===== src/rtl/single_cycle_cpu_core.sv =====
// single_cycle_cpu_core: 8-bit single-cycle CPU with 4 GPRs, 8-bit PC and {V,C,N,Z} flags.
// Instructions fetch on port A and data moves on port B; both reads return in the same cycle.
module single_cycle_cpu_core (
    input  logic       clk,
    input  logic       rst,
    output logic [3:0] CCR_out,
    output logic       mem_read,
    output logic       mem_write,
    output logic [7:0] mem_addr_a,
    input  logic [7:0] Instr_in,
    output logic       mem_write_enable,
    output logic [7:0] mem_addr_b,
    output logic [7:0] mem_write_data_b,
    input  logic [7:0] mem_data_out_b
);
    logic [7:0] pc_q, pc_d;
    logic [7:0] r_q [4];
    logic [3:0] ccr_q, ccr_d;
    logic       halt_q, halt_d;
    logic [3:0] op;
    logic [1:0] ra, rb, wr_idx;
    logic [7:0] a, b, res, wr_val;
    logic [8:0] t9;
    logic       wr_en;

    assign op               = Instr_in[7:4];
    assign ra               = Instr_in[3:2];
    assign rb               = Instr_in[1:0];
    assign a                = r_q[ra];
    assign b                = r_q[rb];
    assign CCR_out          = ccr_q;
    assign mem_addr_a       = pc_q;
    assign mem_addr_b       = b;
    assign mem_write_data_b = a;
    assign mem_read         = !rst && !halt_q && op == 4'h8;
    assign mem_write        = !rst && !halt_q && op == 4'h9;
    assign mem_write_enable = mem_write;

    always_comb begin
        pc_d   = halt_q ? pc_q : pc_q + 8'd1;
        ccr_d  = ccr_q;
        halt_d = halt_q;
        wr_en  = 1'b0;
        wr_idx = ra;
        wr_val = a;
        t9     = '0;
        res    = '0;
        if (!halt_q) begin
            case (op)
                4'h1: begin wr_en = 1'b1; wr_val = b; end
                4'h2: begin
                    t9 = {1'b0, a} + {1'b0, b}; res = t9[7:0]; wr_en = 1'b1; wr_val = res;
                    ccr_d = {a[7] == b[7] && res[7] != a[7], t9[8], res[7], res == 8'h00};
                end
                4'h3: begin
                    t9 = {1'b0, a} - {1'b0, b}; res = t9[7:0]; wr_en = 1'b1; wr_val = res;
                    ccr_d = {a[7] != b[7] && res[7] != a[7], t9[8], res[7], res == 8'h00};
                end
                4'h4, 4'h5: begin
                    res = op[0] ? a | b : a & b; wr_en = 1'b1; wr_val = res;
                    ccr_d[1:0] = {res[7], res == 8'h00};
                end
                // Unary ops act in place on R[rb]; NOT leaves C and V alone
                4'h6: begin
                    t9 = ra == 2'd0 ? {1'b0, ~b} : ra == 2'd1 ? 9'd0 - {1'b0, b} :
                         ra == 2'd2 ? {1'b0, b} + 9'd1 : {1'b0, b} - 9'd1;
                    res = t9[7:0]; wr_en = 1'b1; wr_idx = rb; wr_val = res;
                    ccr_d = {ra == 2'd0 ? ccr_q[3] : ra == 2'd2 ? b == 8'h7F : b == 8'h80,
                             ra == 2'd0 ? ccr_q[2] : t9[8], res[7], res == 8'h00};
                end
                4'h7: begin
                    wr_en = !ra[1]; wr_idx = rb;
                    wr_val = ra[0] ? {ccr_q[2], b[7:1]} : {b[6:0], ccr_q[2]};
                    ccr_d[2] = ra[1] ? !ra[0] : ra[0] ? b[0] : b[7];
                end
                4'h8: begin wr_en = 1'b1; wr_val = mem_data_out_b; end
                4'hA: pc_d = ccr_q[ra] ? b : pc_q + 8'd1;
                4'hB: pc_d = b;
                4'hC: begin wr_en = 1'b1; wr_idx = 2'd0; wr_val = {r_q[0][7:4], Instr_in[3:0]}; end
                4'hD: begin wr_en = 1'b1; wr_idx = 2'd0; wr_val = {Instr_in[3:0], r_q[0][3:0]}; end
                4'hE: begin pc_d = pc_q; halt_d = 1'b1; end
                default: ;
            endcase
        end
    end

    always_ff @(posedge clk) begin
        if (rst) begin
            pc_q   <= '0;
            ccr_q  <= '0;
            halt_q <= 1'b0;
            for (int i = 0; i < 4; i++) r_q[i] <= '0;
        end else begin
            pc_q   <= pc_d;
            ccr_q  <= ccr_d;
            halt_q <= halt_d;
            if (wr_en) r_q[wr_idx] <= wr_val;
        end
    end
endmodule


===== config.mk =====
export PLATFORM = sky130hd
export DESIGN_NAME = single_cycle_cpu_core
export DESIGN_NICKNAME = d
export VERILOG_FILES = /design/src/rtl/single_cycle_cpu_core.sv
export SDC_FILE = /design/constraint.sdc
export NUM_CORES = 1
export LEC_CHECK = 0
export CELL_PAD_IN_SITES_DETAIL_PLACEMENT = 1
export CELL_PAD_IN_SITES_GLOBAL_PLACEMENT = 2
export CORE_AREA = 5 5 129 131
export DETAILED_ROUTE_END_ITERATION = 8
export DIE_AREA = 0 0 134 136
export GPL_TIMING_DRIVEN = 1
export PLACE_DENSITY = 0.82
export SYNTH_ARGS = -nofsm -noshare
export SYNTH_HDL_FRONTEND = slang
export SYNTH_SLANG_ARGS = --single-unit
export TNS_END_PERCENT = 100

===== constraint.sdc =====
create_clock -name clk -period 5 [get_ports clk]
set_input_delay 1.5 -clock clk [delete_from_list [all_inputs] [get_ports clk]]
set_output_delay 1.5 -clock clk [all_outputs]
set_load 0.005 [all_outputs]

==> flow_summary_export.csv, run 1 <==
group,metric,value,unit
outcome,status,"complete, no violations",
floorplanning,initial_core_util,31.9,%
yosys,syn_area,0.00493,sq mm
timing,rsz0062_at_grt,"false",
clock_network,cts_sinks,45,
worst_setup_path,reg2reg_depth,11,
worst_setup_path,arrival,3.40,ns
clock_network,cts_tree,"yes",
placement,place_area,0.00634,sq mm
timing,hold_ws,0.545,ns
drt,drc_errors,0,
yosys,synth-simple-area-share,21.4,%
drt,wire_per_inst,22.7,um
clock_network,clk_latency,0.30,ns
worst_setup_path,path_class,"in -> out",
clock_network,ctsHtreeMaxLevel,2,
floorplanning,core-area,0.0155,sq mm
timing,max_slew_margin,30.5,%
drt,met1_length,8.69,mm
drt,topRoutingLayerUsed,"met4",
global_route,grt_max_degree,29,
yosys,async_reset_ff_share,0,%
yosys,synthFlopType,"edfxtp_1",
worst_setup_path,path_buf_inv,2,
drt,route.vias.total,5239,
worst_setup_path,crit_cells,4,
worst_setup_path,critPathCaptureType,"output port",
pwr,switching_share,38.6,%
worst_setup_path,crit_family,"buffers and inverters",
yosys,synth_warnings,0,
clock_network,clkTransAtPathRegs,0.07,ns
timing,worstMarginPinSlew,1.04,ns
hold_path,hold_class,"reg -> reg",
yosys,synth_top_cell_by_area,"edfxtp_1",
global_route,grt_use_total,22.2,%
global_route,grt_pass1_vias,5451,
yosys,synth_seq_cells,45,
yosys,synth_cells,571,
yosys,ys_seq_area_share,24.8,%
layout,fin_util,42.2,%
pwr,pwr_density_cell,257,mW/mm^2
layout,area_delta_synth_final,32.3,%
floorplanning,rows,46,
floorplanning,die_y,136,um
timing,slew_violations,0,
yosys,muxShareOfSynthArea,10.7,%
timing,fmax,0.204,GHz
pwr,max-vdd-ir-drop,0.161,mV
worst_setup_path,cp_data_required_time,3.50,ns
placement,gp_congestion,0.911,
pwr,comb_power_share,52.4,%
pwr,pwr-share-seq,27.0,%
floorplanning,die_area,0.0182,sq mm
layout,nNetsFinal,748,
timing,fin_crit,4.90,ns
pwr,power_leakage,2.61,nW
pwr,internal_power,1.03,mW
worst_setup_path,critPathMaxFanout,4,
drt,vias_per_cell,5.91,
yosys,synth-xor-area-share,4.26,%
job,drv_cap,0,
global_route,grt_pass1_wl,31.3,mm
yosys,ys_types,73,
layout,drive_gt1_share,22.9,%
worst_setup_path,start_kind,"primary input",
worst_setup_path,cpMaxStageDelayCell,"clkdlybuf4s50_1",
drt,drtAntennaViolNets,0,
yosys,synth_commonest_cells,"nor2_1 (52), nand2_1 (40), a21oi_1 (33), ha_1 (33), edfxtp_1 (32)",
placement,hpwl,16.3,mm
timing,post-route-period-util,98.0,%
yosys,yosys.area.top_type_share,19.5,%
worst_setup_path,worst_path_largest_cell_delay,0.63,ns
pwr,p_sw,0.648,mW
pwr,clockPowerShare,20.6,%
drt,wl_met3,1.12,mm
clock_network,numCtsBuffers,5,
pwr,totalPowerFinal,1.68,mW
yosys,synth_edf_count,32,
drt,first_pass_iters,5,
global_route,antenna_found_initial,0,
worst_setup_path,crit_path_frequent_cell,"clkdlybuf4s50_1",
global_route,grt_overflow,0,
timing,setup_viol,0,
timing,fin_skew,0.00407,ns
timing,hold_viol_final,0,
yosys,avgSynthCellArea,8.64,sq um
layout,design_area,0.00653,sq mm
drt,routed_wl,20.1,mm
placement,io_buffer_count,48,
drt,met2WireLength,9.57,mm
yosys,synth_nets,625,
drt,drt-initial-drc-count,352,
yosys,ys_top_cells_by_area,"edfxtp_1 (19%), ha_1 (8.4%), mux4_2 (8.2%)",
yosys,synth_fa_ha_area_share,9.59,%
clock_network,cts_buffer_depth,2,
hold_path,hold_depth,2,
worst_setup_path,path_cells,"clkdlybuf4s50_1 > nand2b_1 > nor4_1 > clkdlybuf4s50_1",
floorplanning,die_w,134,um
clock_network,root_buffer,"clkbuf_16",
yosys,synth_compound_area_share,23.4,%
layout,antennaDiodeCount,0,
floorplanning,io_pins,49,
yosys,synth_top_family_by_area,"compound AO/OA/AOI/OAI gates",
yosys,yosysMostFrequentCell,"nor2_1",
clock_network,hold_buffers,0,
power by group through the flow:
stage / registers [mW] / clock network (mW) / logic, mW
after floorplan: 0.450 / 0 / 0.457
after global placement: 0.457 / 0 / 0.831
after detailed placement: 0.460 / 0 / 0.850
after CTS: 0.451 / 0.351 / 0.860
after global routing: 0.454 / 0.367 / 0.941
final: 0.452 / 0.346 / 0.878
placed cells by master, fill, tap and decap left out, types with 7 or more instances in the layout:
| cell type | Yosys | routed |
|---|---|---|
| buf_4 | 2 | 108 |
| nor2_1 | 52 | 52 |
| clkdlybuf4s50_1 | 0 | 47 |
| nand2_1 | 40 | 40 |
| ha_1 | 33 | 33 |
| a21oi_1 | 33 | 32 |
| edfxtp_1 | 32 | 32 |
| inv_1 | 28 | 28 |
| o21ai_0 | 27 | 27 |
| and2_1 | 21 | 21 |
| mux4_2 | 18 | 18 |
| xnor2_1 | 15 | 15 |
| dfxtp_1 | 13 | 13 |
| nand2b_1 | 13 | 13 |
| a211oi_1 | 13 | 13 |
| nand3_1 | 12 | 12 |
| nor3_1 | 13 | 12 |
| mux2i_1 | 11 | 11 |
| xor2_1 | 9 | 9 |
| a22o_1 | 9 | 9 |
| o211ai_1 | 8 | 8 |
| a31oi_1 | 8 | 8 |
| nor2b_1 | 7 | 7 |
| a22oi_1 | 7 | 7 |
| and3_1 | 7 | 7 |
worst register-to-register path, stage by stage, from the launching register on:
cell and delay [ns]:
edfxtp_1 0.42, mux4_2 0.50, ha_1 0.27, fa_1 0.42
o21ba_2 0.23, o21ai_0 0.15, buf_4 0.15, xor2_1 0.20
nor2_1 0.10, a2111oi_0 0.48, a31o_2 0.29, nor2_1 0.07
kinds of logic (layout without fill, tap and decap cells):
kind of cell,after synthesis,in the layout
compound gates,164,164
xor+xnor,24,24
fa+ha+maj,36,36
buf+inv,72,196
flops,45,45
mux,30,30
simple gates,200,200
final cells by class:
class | instances | area, sq um
repair buffers | 159 | 1350
well taps | 192 | 240
clock inverters | 3 | 25.0
multi-input cells | 454 | 3460
clock buffers | 5 | 125
inverters | 29 | 109
fillers | 1824 | 8960
flip-flops and latches | 45 | 1220
final timing paths:
path            startpoint                to  slack (ns)
max            Instr_in[7]  mem_write_enable         0.1
min          mem_addr_a[5]     mem_addr_a[5]        0.54
max reg2reg      r_q[0][0]         r_q[1][4]        1.46
min reg2reg  mem_addr_a[5]     mem_addr_a[5]        0.54
sequential cells by signal (all words and copies together), names as in the netlist, named ones only:
register and count:
mem_addr_a 7, halt_q 1, CCR_out 4, r_q 32
routing by layer:
| metal | global-route usage [%] | vias to the layer above |
|---|---|---|
| met5 | 0 | - |
| met4 | 7.94 | 0 |
| met3 | 3.52 | 46 |
| met2 | 37.5 | 199 |
| met1 | 28.8 | 2602 |
| li1 | - | 2392 |
stage by stage:
| stage | setup TNS, ns | setup slack (ns) | instances |
|---|---|---|---|
| finish | 0 | 0.0985 | 887 |
| global route | 0 | 0.0168 | 887 |
| CTS | 0 | 0.0950 | 887 |
| detailed placement | -4.33 | -0.291 | 877 |
| global placement | -3.26 | -0.229 | 877 |
| floorplan | 0 | 0.0497 | 571 |
timing repair:
item                                   in CTS  in global routing
cloned                                      0                  0
endpoints found under the hold margin       0                  0
buffers inserted                            2                  0
resized for setup                           1                  3
setup endpoints to repair                   3                  6
pin swaps                                   0                  1
No activity file was read; power rests on OpenSTA's default activity.
==> run 2, diff against run 1 <==
--- a/config.mk
+++ b/config.mk
@@ -12,6 +12,7 @@
 export DIE_AREA = 0 0 134 136
 export GPL_TIMING_DRIVEN = 1
 export PLACE_DENSITY = 0.82
+export SLEW_MARGIN = 20
 export SYNTH_ARGS = -nofsm -noshare
 export SYNTH_HDL_FRONTEND = slang
 export SYNTH_SLANG_ARGS = --single-unit
==> results of run 2 <==
No change in the layout: final DEF, timing and power equal those of run 1.
==> run 3, diff against run 2 <==
--- a/config.mk
+++ b/config.mk
@@ -7,13 +7,13 @@
 export LEC_CHECK = 0
 export CELL_PAD_IN_SITES_DETAIL_PLACEMENT = 1
 export CELL_PAD_IN_SITES_GLOBAL_PLACEMENT = 2
-export CORE_AREA = 5 5 129 131
+export CORE_AREA = 5 5 124 126
 export DETAILED_ROUTE_END_ITERATION = 8
-export DIE_AREA = 0 0 134 136
+export DIE_AREA = 0 0 129 131
 export GPL_TIMING_DRIVEN = 1
-export PLACE_DENSITY = 0.82
+export PLACE_DENSITY = 0.84
 export SLEW_MARGIN = 20
 export SYNTH_ARGS = -nofsm -noshare
 export SYNTH_HDL_FRONTEND = slang
 export SYNTH_SLANG_ARGS = --single-unit
-export TNS_END_PERCENT = 100
+export TNS_END_PERCENT = 5
==> constraint.sdc (replaced) <==
create_clock -name clk -period 5.16 [get_ports clk]
set_input_delay 1.548 -clock clk [delete_from_list [all_inputs] [get_ports clk]]
set_output_delay 1.548 -clock clk [all_outputs]
set_load 0.005 [all_outputs]
==> run 3 against run 2 <==
Net effect:
- die area fell by 7.3%
- sequential share of layout area up 0.68 points
- count of clock-buffer cells in the layout is the same
- critical path depth up 1
- via count shrank 2.5%
- clock power rose by 10%
- utilization rose by 2.2 points
- non-clock buffer count down 26
- combinational power down 9.7%
- setup slack better by 0.022 ns
- register-to-register slack about the same
- hold slack worse by 0.012 ns
==> flow_summary_export.csv, run 3 (synthesis results as in run 1) <==
group,metric,value,unit
layout,design_area,0.00630,sq mm
pwr,max-vdd-ir-drop,0.209,mV
clock_network,ctsHtreeMaxLevel,2,
placement,place_area,0.00609,sq mm
global_route,grt_pass1_vias,5318,
pwr,p_sw,0.615,mW
timing,fin_ws,0.121,ns
timing,max_slew_margin,40.6,%
floorplanning,die_area,0.0169,sq mm
placement,hpwl,16.3,mm
drt,wire_per_inst,23.6,um
job,drv_cap,0,
layout,drive_gt1_share,19.4,%
layout,nFillCells,1678,
layout,fin_cells,853,
clock_network,cts_buffer_depth,2,
layout,layout_commonest_cell,"buf_4",
layout,antennaDiodeCount,0,
drt,drt-initial-drc-count,396,
worst_setup_path,critPathMaxFanout,9,
clock_network,numCtsBuffers,5,
drt,routed_wl,20.1,mm
timing,fin_skew,0.00606,ns
clock_network,hold_buffers,0,
hold_path,hold_depth,2,
pwr,switching_share,38.1,%
timing,fin_crit,5.04,ns
clock_network,cts_tree,"yes",
drt,drc_errors,0,
layout,nNetsFinal,722,
timing,post-route-period-util,97.7,%
layout,largest_register_ffs,32,
pwr,comb_power_share,49.2,%
drt,first_pass_iters,5,
layout,top_register,"r_q",
layout,final_cell_mix,"buf_4 (84), nor2_1 (52), clkdlybuf4s50_1 (47)",
timing,setup_viol,0,
pwr,pwr_density_cell,256,mW/mm^2
hold_path,hold_end,"mem_addr_a[7]",
global_route,grt_overflow,0,
global_route,antenna_found_initial,0,
drt,vias_per_cell,5.99,
pwr,clockPowerShare,23.7,%
pwr,totalPowerFinal,1.61,mW
floorplanning,die_y,131,um
hold_path,hold_class,"reg -> reg",
timing,hold_viol_final,0,
timing,rsz0062_at_grt,"false",
worst_setup_path,reg2reg_depth,12,
clock_network,clk_latency,0.31,ns
layout,area_delta_synth_final,27.7,%
floorplanning,rows,44,
worst_setup_path,reg2reg_to,"r_q[0][6]",
drt,route.vias.total,5109,
global_route,grt_use_total,24.3,%
timing,slew_violations,0,
worst_setup_path,start_kind,"primary input",
pwr,power_leakage,2.48,nW
floorplanning,initial_core_util,34.7,%
worst_setup_path,rrSetupSlack,1.45,ns
drt,drtAntennaViolNets,0,
global_route,grt_pass1_wl,31.0,mm
worst_setup_path,critPathCaptureType,"output port",
placement,dp_cells,842,
timing,worstMarginPinSlew,0.885,ns
worst_setup_path,cp_data_required_time,3.61,ns
placement,io_buffer_count,48,
layout,fin_util,44.3,%
placement,gp_congestion,0.947,
worst_setup_path,path_class,"in -> out",
pwr,pwr-share-seq,27.2,%
floorplanning,die_w,129,um
floorplanning,core-area,0.0142,sq mm
clock_network,cts_sinks,45,
worst_setup_path,r2r_start,"r_q[0][0]",
worst_setup_path,arrival,3.49,ns
global_route,grt_max_degree,26,
floorplanning,io_pins,49,
clock_network,clkTransAtPathRegs,0.07,ns
timing,fmax,0.198,GHz
placement,pre_cts_ws,-0.274,ns
hold_path,min_from,"mem_addr_a[7]",
clock_network,root_buffer,"clkbuf_16",
pwr,internal_power,0.998,mW
outcome,status,"complete, no violations",
==> run 3: layer usage <==
metal / vias up / global-route usage [%] / routed length [um]
li1: 2338 / - / -
met1: 2548 / 31.5 / 8680
met2: 175 / 40.5 / 9610
met3: 48 / 3.86 / 1050
met4: 0 / 9.88 / 786
met5: - / 0 / 0
==> run 3: per-stage QoR <==
step | setup TNS [ns] | hold slack, ns
3_5_place_dp | -3.42 | 0.533
6_report | 0 | 0.532
2_1_floorplan | 0 | 0.503
5_1_grt | 0 | 0.572
3_3_place_gp | -1.07 | 0.517
4_1_cts | 0 | 0.543
==> run 3: worst max path at each step <==
stage / depth (start not counted) / slack [ns] / to / start
final: 5 / 0.12 / mem_write_data_b[6] / Instr_in[2]
after global routing: 14 / 0.05 / r_q[0][6] / Instr_in[2]
after CTS: 5 / 0.12 / mem_write_data_b[6] / Instr_in[2]
after detailed placement: 13 / -0.27 / r_q[0][6] / Instr_in[0]
after global placement: 11 / -0.16 / r_q[0][6] / Instr_in[0]
after floorplan: 13 / 0.02 / r_q[1][5] / Instr_in[2]
==> run 3: layout make-up <==
cell class,count,area (sq um),share of cell area [%]
Clock buffer,5,125,1.99
Clock inverter,3,45.0,0.715
Inverter,29,109,1.73
Multi-Input combinational cell,454,3440,54.6
Sequential cell,45,1220,19.4
Tap cell,184,230,3.66
Timing Repair Buffer,133,1130,17.9
==> run 3: critical path, cell delays in order <==
cell	delay, ns
clkdlybuf4s50_1	0.50
buf_12	0.15
buf_4	0.19
mux4_2	0.61
clkdlybuf4s50_1	0.48
==> run 3: power groups by stage <==
stage	sequential [mW]	combinational, mW	clock [mW]
floorplan	0.436	0.439	0
global placement	0.443	0.748	0
detailed placement	0.446	0.768	0
CTS	0.438	0.778	0.387
global route	0.441	0.852	0.405
finish	0.438	0.793	0.382
==> run 3: timing repair <==
| item | 4_1_cts | 5_1_grt |
|---|---|---|
| endpoints found under the setup margin | 2 | 6 |
| gates cloned | 0 | 0 |
| gates resized for setup | 1 | 2 |
| setup buffers | 3 | 0 |
